<file path="config.mk">
export PLATFORM = sky130hd
export DESIGN_NAME = la_rrarb
export DESIGN_NICKNAME = d
export VERILOG_FILES = /design/src/rtl/la_rrarb.sv
export SDC_FILE = /design/constraint.sdc
export NUM_CORES = 1
export LEC_CHECK = 0
export CORE_ASPECT_RATIO = 0.75
export CORE_MARGIN = 3
export CORE_UTILIZATION = 40
export DETAILED_ROUTE_END_ITERATION = 6
export GPL_ROUTABILITY_DRIVEN = 0
export GPL_TIMING_DRIVEN = 0
export HOLD_SLACK_MARGIN = 0.02
export PLACE_DENSITY_LB_ADDON = 0.25
export SYNTH_ARGS = -nofsm -noshare
export SYNTH_HDL_FRONTEND = slang
export SYNTH_SLANG_ARGS = --single-unit
</file>
<file path="constraint.sdc">
create_clock -name clk -period 2.55 [get_ports clk]
set_clock_uncertainty 0.1 [all_clocks]
set_input_delay 0.6375 -clock clk [delete_from_list [all_inputs] [get_ports clk]]
set_output_delay 0.6375 -clock clk [all_outputs]
set_load 0.005 [all_outputs]
</file>
<file path="src/rtl/la_rrarb.sv">
// la_rrarb: round-robin arbiter with registered, transaction-locked grants.
// Define LA_RRARB_TIMEOUT_EN to force release of an owner that stalls TIMEOUT cycles.
`timescale 1ns/1ps

module la_rrarb #(
    parameter int  N       = 3,
    parameter int  TIMEOUT = 16,
    parameter      PROP    = "DEFAULT",
    localparam int OW      = (N > 1) ? $clog2(N) : 1
) (
    input  logic          clk,
    input  logic          reset,
    input  logic [N-1:0]  req,
    input  logic          last,
    input  logic          en,
    input  logic          ready,
    output logic [N-1:0]  gnt,
    output logic          busy,
    output logic          fire,
    output logic [OW-1:0] owner
);

    localparam logic [0:0] S_IDLE  = 1'b0;
    localparam logic [0:0] S_GRANT = 1'b1;

    logic [0:0]    state_q, state_d;
    logic [N-1:0]  gnt_q, gnt_d;
    logic          busy_q, busy_d;
    logic [OW-1:0] owner_q, owner_d;
    logic [OW-1:0] ptr_q, ptr_d;

    logic          win_vld;
    logic [OW-1:0] win_idx;
    logic [N-1:0]  win_oh;
    logic          own_req;
    logic          tmo;
    logic          rel;

    // Scan ptr, ptr+1, ... wrapping at N so indices >= N are never formed.
    always_comb begin
        int            j;
        logic [OW-1:0] idx;
        win_vld = 1'b0;
        win_idx = '0;
        win_oh  = '0;
        j       = 0;
        idx     = '0;
        for (int i = 0; i < N; i++) begin
            j = int'(ptr_q) + i;
            if (j >= N) begin
                j = j - N;
            end
            idx = OW'(j);
            if (!win_vld && req[idx]) begin
                win_vld     = 1'b1;
                win_idx     = idx;
                win_oh[idx] = 1'b1;
            end
        end
    end

    assign own_req = |(gnt_q & req);
    assign fire    = own_req & en & ready;

`ifdef LA_RRARB_TIMEOUT_EN
    localparam int CW = $clog2(TIMEOUT);

    logic [CW-1:0] cnt_q, cnt_d;

    assign tmo = (state_q == S_GRANT) && !fire &&
                 (cnt_q == CW'(TIMEOUT - 1));

    always_comb begin
        cnt_d = '0;
        if (state_q == S_GRANT && !rel && !fire) begin
            cnt_d = cnt_q + 1'b1;
        end
    end

    always_ff @(posedge clk) begin
        if (reset) begin
            cnt_q <= '0;
        end else begin
            cnt_q <= cnt_d;
        end
    end
`else
    assign tmo = 1'b0;
`endif

    assign rel = (state_q == S_GRANT) &&
                 ((fire && last) || !own_req || tmo);

    always_comb begin
        state_d = state_q;
        gnt_d   = gnt_q;
        busy_d  = busy_q;
        owner_d = owner_q;
        ptr_d   = ptr_q;
        case (state_q)
            S_IDLE: begin
                if (en && win_vld) begin
                    state_d = S_GRANT;
                    gnt_d   = win_oh;
                    busy_d  = 1'b1;
                    owner_d = win_idx;
                end
            end
            S_GRANT: begin
                if (rel) begin
                    state_d = S_IDLE;
                    gnt_d   = '0;
                    busy_d  = 1'b0;
                    owner_d = '0;
                    if (owner_q == OW'(N - 1)) begin
                        ptr_d = '0;
                    end else begin
                        ptr_d = owner_q + 1'b1;
                    end
                end
            end
            default: begin
                state_d = S_IDLE;
                gnt_d   = '0;
                busy_d  = 1'b0;
                owner_d = '0;
            end
        endcase
    end

    always_ff @(posedge clk) begin
        if (reset) begin
            state_q <= S_IDLE;
            gnt_q   <= '0;
            busy_q  <= 1'b0;
            owner_q <= '0;
            ptr_q   <= '0;
        end else begin
            state_q <= state_d;
            gnt_q   <= gnt_d;
            busy_q  <= busy_d;
            owner_q <= owner_d;
            ptr_q   <= ptr_d;
        end
    end

    assign gnt   = gnt_q;
    assign busy  = busy_q;
    assign owner = owner_q;

    // PROP is a pass-through tag; TIMEOUT only matters in the timeout build.
    logic unused_cfg;
    assign unused_cfg = ^{PROP, TIMEOUT};

endmodule

</file>
=== After elaboration in Yosys (flattened, before gate mapping) ===
Cells that the tools add are included.

* Add/subtract/negate cells: 6
* Magnitude comparators: 9
* Eq/ne operators: 3
* Multiplexer cells: 37
* Bitwise gates (word level): 6
* Reduce and logical (&&, ||, !) cells: 15

{| class="wikitable"
|+ Operators with widths
! kind !! number
|-
| $mux W2 || 9
|-
| $mux W3 || 5
|-
| $mux W1 || 13
|-
| $lt A2 B3 Y1 const B || 3
|-
| $logic_and A1 B1 Y1 || 8
|-
| $bmux W1 S2 || 3
|-
| $demux W1 S2 || 3
|-
| $ge A2 B1 Y1 const B || 3
|-
| $ge A3 B2 Y1 const B || 2
|-
| $or A3 B3 Y3 || 2
|-
| $pmux W3 S2 || 1
|-
| $sub A2 B2 Y2 const B || 3
|-
| $pmux W1 S2 || 2
|-
| $pmux W2 S2 || 1
|-
| $reduce_and A2 Y1 || 2
|-
| $add A2 B1 Y3 const B || 1
|-
| $add A2 B2 Y3 const B || 1
|-
| $and A3 B3 Y3 || 1
|-
| $logic_not A1 Y1 || 3
|-
| $reduce_or A3 Y1 || 1
|-
| $add A2 B1 Y2 const B || 1
|-
| $and A1 B1 Y1 || 2
|-
| $eq A2 B2 Y1 const B || 1
|-
| $ge A2 B2 Y1 const B || 1
|-
| 4 further kinds || 4
|}

* Register bits: 9
* Input bits: 8
* Output and inout port bits: 7
* Word-level logic and storage cells: 81

=== Longest topological paths before layout ===
Gate-level depths: netlist of run 1.

* Word-level depth: 14
* Mapped depth: 9
* Depth with buffers taken out: 7

=== Worst setup path after synthesis of run 1 ===
No wires, ideal clock.

* Path kind: input to output
* Start point: input req[1]
* End point: output fire
* Data arrival time: 1.262 ns
* Data required time: 1.812 ns
* Path slack: 0.551 ns
* Cell stages on the path: 3
* Path through: buf_2 a222oi_1 nor2_1

* Word-level cells in the longest chain between the ends: 4

{| class="wikitable"
|+ RTL lines
! element !! line !! text
|-
| start: declaration || 13 || <nowiki>input logic [N-1:0] req,</nowiki>
|-
| $and A3 B3 Y3 || 62 || <nowiki>assign own_req = |(gnt_q & req);</nowiki>
|-
| $reduce_or A3 Y1 || 62 ||
|-
| $and A1 B1 Y1 (2 in series) || 63 || <nowiki>assign fire = own_req & en & ready;</nowiki>
|-
| end: declaration || 19 || <nowiki>output logic fire,</nowiki>
|}

No other way between the ends.

=== Worst setup path in the final report of run 1 ===
* Start point: input req[2]
* End point: output fire

Same word-level chain as after synthesis.

==> flow_summary_export.csv, run 1 <==
group,metric,value,unit
synthesis,synth_area,731,µm²
min_path,hold_depth,2,
timing,hold_viol,0,
synthesis,synth_area_leader_cell,"dfxtp_1",
floorplan,dieArea,2380,µm²
worst_setup_path,start_kind,"input port",
synthesis,synth_area_per_cell,8.03,µm²
synthesis,ys_ff_latch,9,
place,port_buffers,13,
timing,fmax,411,MHz
synthesis,yosys_most_used_dff,"dfxtp_1",
worst_setup_path,crit_fanout,2,
floorplan,initial_core_util,0.459,
run_status,outcome,"finished, final reports clean",
cells_and_area,drive_gt1_frac,0.171,
cts,clk_pin_slew,0.06,ns
cells_and_area,regArea,180,µm²
floorplan,die_w,55.4,µm
worst_setup_path,arrival,1.70,ns
worst_setup_path,ff2ff_path_depth,8,
worst_setup_path,end_kind,"output port",
timing,rsz0062_at_grt,"false",
power_and_ir_drop,vdd_drop_max,0.457,mV
cts,cts_tree,"built",
worst_setup_path,reg2reg_slack,0.42,ns
routing,vias_per_cell,5.61,
cts,cts_htree_levels,1,
timing,finalSetupTns,0,ns
routing,wl_per_cell,13.0,µm
synthesis,yosysSeqAreaShare,0.247,
routing,antenna_left,0,
global_route,track_usage,0.152,
place,hpwl,1.34,mm
synthesis,synth.net_count,103,
worst_setup_path,r2r-end,"owner[1]",
timing,post-route-period-util,0.955,
floorplan,coreArea,1590,µm²
global_route,grt_pass1_wl,2.93,mm
timing,period_needed,2.44,ns
cells_and_area,fillers,167,
cells_and_area,area_growth_syn_to_layout,28.9,%
cells_and_area,layout_common_cells,"nor2_1, a21oi_1, dfxtp_1, clkdlybuf4s50_1",
floorplan,die_h,43.0,µm
cts,clockBufferDepth,2,
min_path,holdPathEnd,"busy",
global_route,antenna_found_initial,0,
timing,finalMaxSlewViolations,0,
global_route,grt_pass1_vias,657,
cells_and_area,diodes,0,
routing,drc,0,
synthesis,synthDistinctLibCells,35,
timing,worst_pin_slew,0.464,ns
timing,max_slew_margin,0.688,
min_path,holdCritStartpoint,"busy",
synthesis,ys_top_cells_by_area,"dfxtp_1, ha_1, a21oi_1",
worst_setup_path,worstPathRequired,1.81,ns
cells_and_area,multi_input_area,489,µm²
routing,drt_iter0_markers,16,
cts,hold_buffers,0,
place,placed_area,887,µm²
synthesis,synth-edff-count,0,
floorplan,ios,15,
min_path,hold_class,"reg2reg",
routing,finalWirelength,1.71,mm
power_and_ir_drop,power,0.442,mW
place,dp_cells,125,
cells_and_area,final_common_cell,"nor2_1",
timing,finalSetupViolCount,0,
flow_run,maxCapViolCount,0,
cells_and_area,fin_cells,132,
synthesis,ys_warn_count,0,
cts,clk_latency,0.25,ns
routing,drtPass1Iterations,4,
cells_and_area,fin_area,942,µm²
cells_and_area,fin_nets,124,
power_and_ir_drop,p_leak,0.352,nW
synthesis,async_flop_share,0,
power_and_ir_drop,p_per_area,469,nW/µm²
cts,cts_inserted_buffers,3,
global_route,overflow,0,
cts,clock_sinks,9,
global_route,grt_max_degree,11,
floorplan,row_count,12,
cts,clockRootBuffer,"clkbuf_4",
worst_setup_path,rr_startpoint,"ptr_q[0]",
worst_setup_path,crit_type,"in2out",
synthesis,syn_inst,91,
synthesis,yosysTopAreaCellShare,0.247,
routing,vias,740,
## layer usage
layer | vias to the layer above | GRT usage | routed length (µm)
met5 | - | 0 | 0
met4 | 0 | 0.0146 | 0
met3 | 0 | 0.0608 | 63
met2 | 11 | 0.238 | 799
met1 | 350 | 0.204 | 850
li1 | 379 | - | -
## cell usage after synthesis, types with 2 or more instances
master and number:
nor2_1 11, a21oi_1 9, dfxtp_1 9, nand2_1 5, o21ai_0 5, buf_2 4, ha_1 4, inv_1 4
nor3_1 4, nor3b_1 4, a311oi_1 3, nor2b_1 3, buf_6 2, nand3b_1 2, o21a_1 2
## through the flow
stage	worst slack (ns)	hold WS [ns]	util
final	0.114	0.407	0.592
after global routing	0.0349	0.444	0.592
after CTS	0.121	0.409	0.592
after detailed placement	-0.477	0.401	0.557
after global placement	-0.493	0.376	0.557
after floorplan	0.551	0.384	-
## worst max-delay path, cell delays in order
cell	delay (ns)
dlygate4sd2_1	0.25
buf_6	0.12
a222oi_1	0.23
buf_4	0.17
nor2_1	0.04
dlygate4sd2_1	0.25
## power breakdown
group          total (mW)  switching [mW]  internal, mW  leakage [nW]
logic               0.169          0.0827        0.0863         0.263
registers           0.167          0.0125         0.154        0.0738
clock network       0.106          0.0463        0.0601        0.0150
## cell type report
type | instances | share of cell area
Buffer | 7 | 0.0624
Clock buffer | 4 | 0.0279
Inverter | 4 | 0.0159
Multi-Input combinational cell | 71 | 0.519
Sequential cell | 9 | 0.191
Tap cell | 21 | 0.0279
Timing Repair Buffer | 16 | 0.155
## state kept, by name, indices dropped and copies added, names as in the netlist
name / count
busy: 1
owner: 2
ptr_q: 2
state_q: 1
gnt: 3
## repair_timing
action | 4_1_cts | 5_1_grt
endpoints found under the setup margin | 1 | 0
setup buffers | 3 | 0
resized for setup | 13 | 0
## how the worst max path moves through the flow
stage / startpoint / endpoint / depth (start not counted)
final: req[2] / fire / 6
after global routing: req[2] / fire / 6
after CTS: req[2] / fire / 6
after detailed placement: req[1] / fire / 5
after global placement: req[1] / fire / 5
after floorplan: req[1] / fire / 3
## kinds of logic (layout without fill, tap and decap cells)
| family | count (synthesis) | in the layout | synth area share |
|---|---|---|---|
| AO/OA/AOI/OAI | 31 | 31 | 0.325 |
| buffers and inverters | 11 | 31 | 0.0839 |
| adder cells (fa/ha/maj) | 4 | 4 | 0.0685 |
| multiplexers | 1 | 1 | 0.0154 |
| AND/OR/NAND/NOR | 35 | 35 | 0.260 |
| flip-flops | 9 | 9 | 0.247 |
Note: power is estimated with default switching activity, not from simulation.
==> run 2: changes to the inputs <==
--- a/config.mk
+++ b/config.mk
@@ -5,6 +5,7 @@
 export SDC_FILE = /design/constraint.sdc
 export NUM_CORES = 1
 export LEC_CHECK = 0
+export CAP_MARGIN = 20
 export CORE_ASPECT_RATIO = 0.75
 export CORE_MARGIN = 3
 export CORE_UTILIZATION = 40
@@ -13,6 +14,8 @@
 export GPL_TIMING_DRIVEN = 0
 export HOLD_SLACK_MARGIN = 0.02
 export PLACE_DENSITY_LB_ADDON = 0.25
+export RECOVER_POWER = 25
+export SLEW_MARGIN = 0
 export SYNTH_ARGS = -nofsm -noshare
 export SYNTH_HDL_FRONTEND = slang
 export SYNTH_SLANG_ARGS = --single-unit
==> flow_summary_export.csv, run 2 (synthesis results as in run 1) <==
group,metric,value,unit
run_status,outcome,"finished, final reports clean",
power_and_ir_drop,vdd_drop_max,0.456,mV
timing,post-route-period-util,0.955,
place,dp_cells,125,
power_and_ir_drop,p_per_area,467,nW/µm²
timing,finalMaxSlewViolations,0,
cells_and_area,post-route-util,0.592,
cts,clock_sinks,9,
timing,finalSetupViolCount,0,
flow_run,maxCapViolCount,0,
global_route,antenna_found_initial,0,
cts,hold_buffers,0,
floorplan,initial_core_util,0.459,
cts,clockBufferDepth,2,
global_route,track_usage,0.152,
cells_and_area,fin_nets,124,
cts,cts_tree,"built",
timing,rsz0062_at_grt,"false",
cells_and_area,layout_common_cells,"nor2_1, a21oi_1, dfxtp_1",
global_route,grt_pass1_wl,2.93,mm
place,port_buffers,13,
worst_setup_path,worstPathRequired,1.81,ns
global_route,grt_max_degree,11,
floorplan,dieArea,2380,µm²
worst_setup_path,crit_type,"in2out",
routing,drt_iter0_markers,18,
cells_and_area,largest_reg_flops,3,
floorplan,die_w,55.4,µm
cts,cts_inserted_buffers,3,
worst_setup_path,rr_startpoint,"ptr_q[0]",
cells_and_area,area_growth_syn_to_layout,28.9,%
routing,finalWirelength,1.72,mm
place,pre_cts_ws,-0.477,ns
floorplan,coreArea,1590,µm²
worst_setup_path,end_kind,"output port",
worst_setup_path,arrival,1.70,ns
cts,clk_latency,0.25,ns
cells_and_area,fin_cells,132,
cells_and_area,diodes,0,
global_route,grt_pass1_vias,657,
worst_setup_path,crit_fanout,2,
global_route,overflow,0,
floorplan,row_count,12,
min_path,hold_class,"reg2reg",
routing,antenna_left,0,
timing,worst_pin_slew,0.464,ns
timing,hold_viol,0,
power_and_ir_drop,p_leak,0.362,nW
worst_setup_path,startpoint,"req[2]",
routing,wl_per_cell,13.0,µm
min_path,holdCritStartpoint,"busy",
timing,finalWorstSetupSlack,0.116,ns
routing,drc,0,
floorplan,die_h,43.0,µm
floorplan,ios,15,
cts,cts_htree_levels,1,
routing,vias,751,
place,hpwl,1.34,mm
worst_setup_path,start_kind,"input port",
routing,drtPass1Iterations,4,
cts,clk_pin_slew,0.06,ns
timing,period_needed,2.43,ns
routing,vias_per_cell,5.69,
timing,fmax,411,MHz
timing,max_slew_margin,0.688,
cells_and_area,final_common_cell,"nor2_1",
cts,clockRootBuffer,"clkbuf_4",
cells_and_area,drive_gt1_frac,0.171,
run 2: cell count changes in the layout (fill, tap and decap cells not counted), sizes merged:
cell	change
dlygate4sd3	+4
clkdlybuf4s50	-4
run 2: path summary, 6_finish.rpt:
| kind | endpoint | cells after the start | slack (ns) |
|---|---|---|---|
| setup / recovery | fire | 6 | 0.12 |
| hold / removal | busy | 2 | 0.40 |
| setup reg to reg | owner[1] | 8 | 0.43 |
| hold reg to reg | busy | 2 | 0.40 |
run 2: through the flow:
stage	setup TNS, ns	hold slack [ns]	power (mW)	cell area (µm²)
6_report	0	0.405	0.440	942
5_1_grt	0	0.441	0.476	942
4_1_cts	0	0.409	0.446	942
3_5_place_dp	-0.477	0.401	0.333	887
3_3_place_gp	-0.493	0.376	0.330	887
2_1_floorplan	0	0.384	0.278	731
run 2: worst max-delay path: stages:
cell	delay, ns
dlygate4sd2_1	0.25
buf_6	0.12
a222oi_1	0.23
buf_4	0.17
nor2_1	0.04
dlygate4sd2_1	0.25
run 2: timing repair:
action	4_1_cts	5_1_grt
endpoints found under the setup margin	1	0
resized for setup	13	0
buffers inserted	3	0
run 2: area by class of cell:
class / instances / area [µm²]
Fill cell: 167 / 649
Multi-Input combinational cell: 71 / 489
Sequential cell: 9 / 180
Timing Repair Buffer: 16 / 146
Buffer: 7 / 58.8
Clock buffer: 4 / 26.3
Tap cell: 21 / 26.3
Inverter: 4 / 15.0
run 2: report_power, final:
group / switching (mW) / leakage (nW) / total (mW) / internal [mW]
combinational: 0.0829 / 0.273 / 0.166 / 0.0835
sequential: 0.0124 / 0.0738 / 0.167 / 0.154
clock: 0.0463 / 0.0150 / 0.106 / 0.0601
run 2: layer usage:
metal	part of all wire	up-vias	GRT usage
met5	0	-	0
met4	0	0	0.0146
li1	-	381	-
met2	0.47	13	0.238
met1	0.49	357	0.204
met3	0.040	0	0.0608
==> run 3: changes to the inputs <==
--- a/config.mk
+++ b/config.mk
@@ -6,9 +6,8 @@
 export NUM_CORES = 1
 export LEC_CHECK = 0
 export CAP_MARGIN = 20
-export CORE_ASPECT_RATIO = 0.75
 export CORE_MARGIN = 3
-export CORE_UTILIZATION = 40
+export CORE_UTILIZATION = 49
 export DETAILED_ROUTE_END_ITERATION = 6
 export GPL_ROUTABILITY_DRIVEN = 0
 export GPL_TIMING_DRIVEN = 0
==> flow_summary_export.csv, run 3 (synthesis results as in run 1) <==
group,metric,value,unit
place,port_buffers,13,
floorplan,dieArea,1990,µm²
global_route,track_usage,0.202,
timing,period_needed,2.46,ns
timing,worst_pin_slew,0.602,ns
timing,max_slew_margin,0.596,
place,hpwl,1.32,mm
cells_and_area,fin_cells,126,
timing,finalSetupViolCount,0,
power_and_ir_drop,p_seq_frac,0.375,
cells_and_area,regArea,180,µm²
power_and_ir_drop,vdd_drop_max,0.346,mV
floorplan,coreArea,1350,µm²
timing,finalMaxSlewViolations,0,
timing,fmax,407,MHz
global_route,grt_pass1_vias,718,
routing,finalWirelength,1.76,mm
flow_run,maxCapViolCount,0,
worst_setup_path,worstPathRequired,1.81,ns
cells_and_area,area_growth_syn_to_layout,27.4,%
cts,cts_inserted_buffers,3,
cells_and_area,final_common_cell,"nor2_1",
place,placed_area,880,µm²
cells_and_area,fin_nets,124,
worst_setup_path,start_kind,"input port",
routing,drt_iter0_markers,37,
run_status,outcome,"finished, final reports clean",
cells_and_area,diodes,0,
floorplan,row_count,13,
power_and_ir_drop,p_sw_frac,0.327,
cts,clock_sinks,9,
routing,drtPass1Iterations,4,
cts,clockRootBuffer,"clkbuf_4",
timing,post-route-period-util,0.964,
worst_setup_path,end_kind,"output port",
global_route,grt_max_degree,11,
cells_and_area,multi_input_area,485,µm²
cells_and_area,fillers,107,
timing,rsz0062_at_grt,"false",
cts,cts_tree,"built",
place,dp_cells,119,
power_and_ir_drop,cellInternalPower,0.298,mW
power_and_ir_drop,p_per_area,477,nW/µm²
cts,hold_buffers,0,
global_route,overflow,0,
cells_and_area,largest_reg_flops,3,
cells_and_area,fin_area,931,µm²
routing,vias,766,
floorplan,die_w,44.6,µm
cells_and_area,layout_common_cells,"nor2_1, a21oi_1, dfxtp_1",
power_and_ir_drop,comb_power_share,0.379,
power_and_ir_drop,p_leak,0.359,nW
global_route,grt_pass1_wl,3.00,mm
floorplan,ios,15,
routing,vias_per_cell,6.08,
timing,hold_viol,0,
power_and_ir_drop,power,0.444,mW
floorplan,initial_core_util,0.541,
cts,clk_pin_slew,0.06,ns
cts,clockBufferDepth,2,
routing,drc,0,
routing,antenna_left,0,
cells_and_area,drive_gt1_frac,0.162,
cts,cts_htree_levels,1,
global_route,antenna_found_initial,0,
worst_setup_path,arrival,1.72,ns
min_path,hold_class,"reg2reg",
power_and_ir_drop,pwr-share-clk,0.246,
cts,clk_latency,0.26,ns
power_and_ir_drop,p_sw,0.145,mW
routing,wl_per_cell,13.9,µm
cells_and_area,post-route-util,0.690,
worst_setup_path,crit_fanout,2,
worst_setup_path,crit_type,"in2out",
floorplan,die_h,44.6,µm
## run 3: cell types whose count changed in the layout (fill, tap and decap cells not counted)
cell             previous run  this run
clkdlybuf4s50_1             5         6
dlygate4sd3_1               4         3
o21ai_1                     0         1
o21ai_2                     1         0
## run 3: power by group through the flow
stage / clock network, mW / registers, mW / logic (mW)
after floorplan: 0 / 0.169 / 0.110
after global placement: 0 / 0.169 / 0.159
after detailed placement: 0 / 0.170 / 0.164
after CTS: 0.113 / 0.167 / 0.171
after global routing: 0.126 / 0.168 / 0.187
final: 0.109 / 0.166 / 0.168
## run 3: worst max-delay path, stage by stage
cell and delay, ns:
dlygate4sd2_1 0.25, buf_6 0.12, a222oi_1 0.25, buf_4 0.17
nor2_1 0.04, dlygate4sd2_1 0.25
## run 3: per-layer routing
metal / vias to the layer above / GRT usage / part of all wire
met4: 0 / 0.0602 / 0.012
met5: - / 0 / 0
met3: 4 / 0.0732 / 0.070
met1: 346 / 0.240 / 0.42
li1: 383 / - / -
met2: 33 / 0.335 / 0.50
## run 3: timing repair
action                     in CTS  in global routing
setup endpoints to repair       1                  0
hold endpoints to repair        0                  0
setup buffers                   3                  0
resized for setup              13                  0
## run 3: stage by stage
step	TNS (ns)	setup WS (ns)	hold slack, ns
after floorplan	0	0.551	0.384
after global placement	-0.460	-0.460	0.378
after detailed placement	-0.500	-0.492	0.411
after CTS	0	0.112	0.425
after global routing	0	0.0487	0.456
final	0	0.0911	0.422
## run 3: layout make-up
type / count / share of cell area
Buffer: 7 / 0.0632
Timing Repair Buffer: 16 / 0.157
Sequential cell: 9 / 0.194
Multi-Input combinational cell: 71 / 0.522
Inverter: 4 / 0.0161
Tap cell: 15 / 0.0202
Clock buffer: 4 / 0.0282
## run 3: final timing paths
kind,startpoint,end,slack [ns],depth (start not counted)
hold / removal,owner[1],owner[1],0.42,2
setup reg to reg,ptr_q[1],gnt[2],0.39,9
hold reg to reg,owner[1],owner[1],0.42,2
setup / recovery,req[2],fire,0.09,6
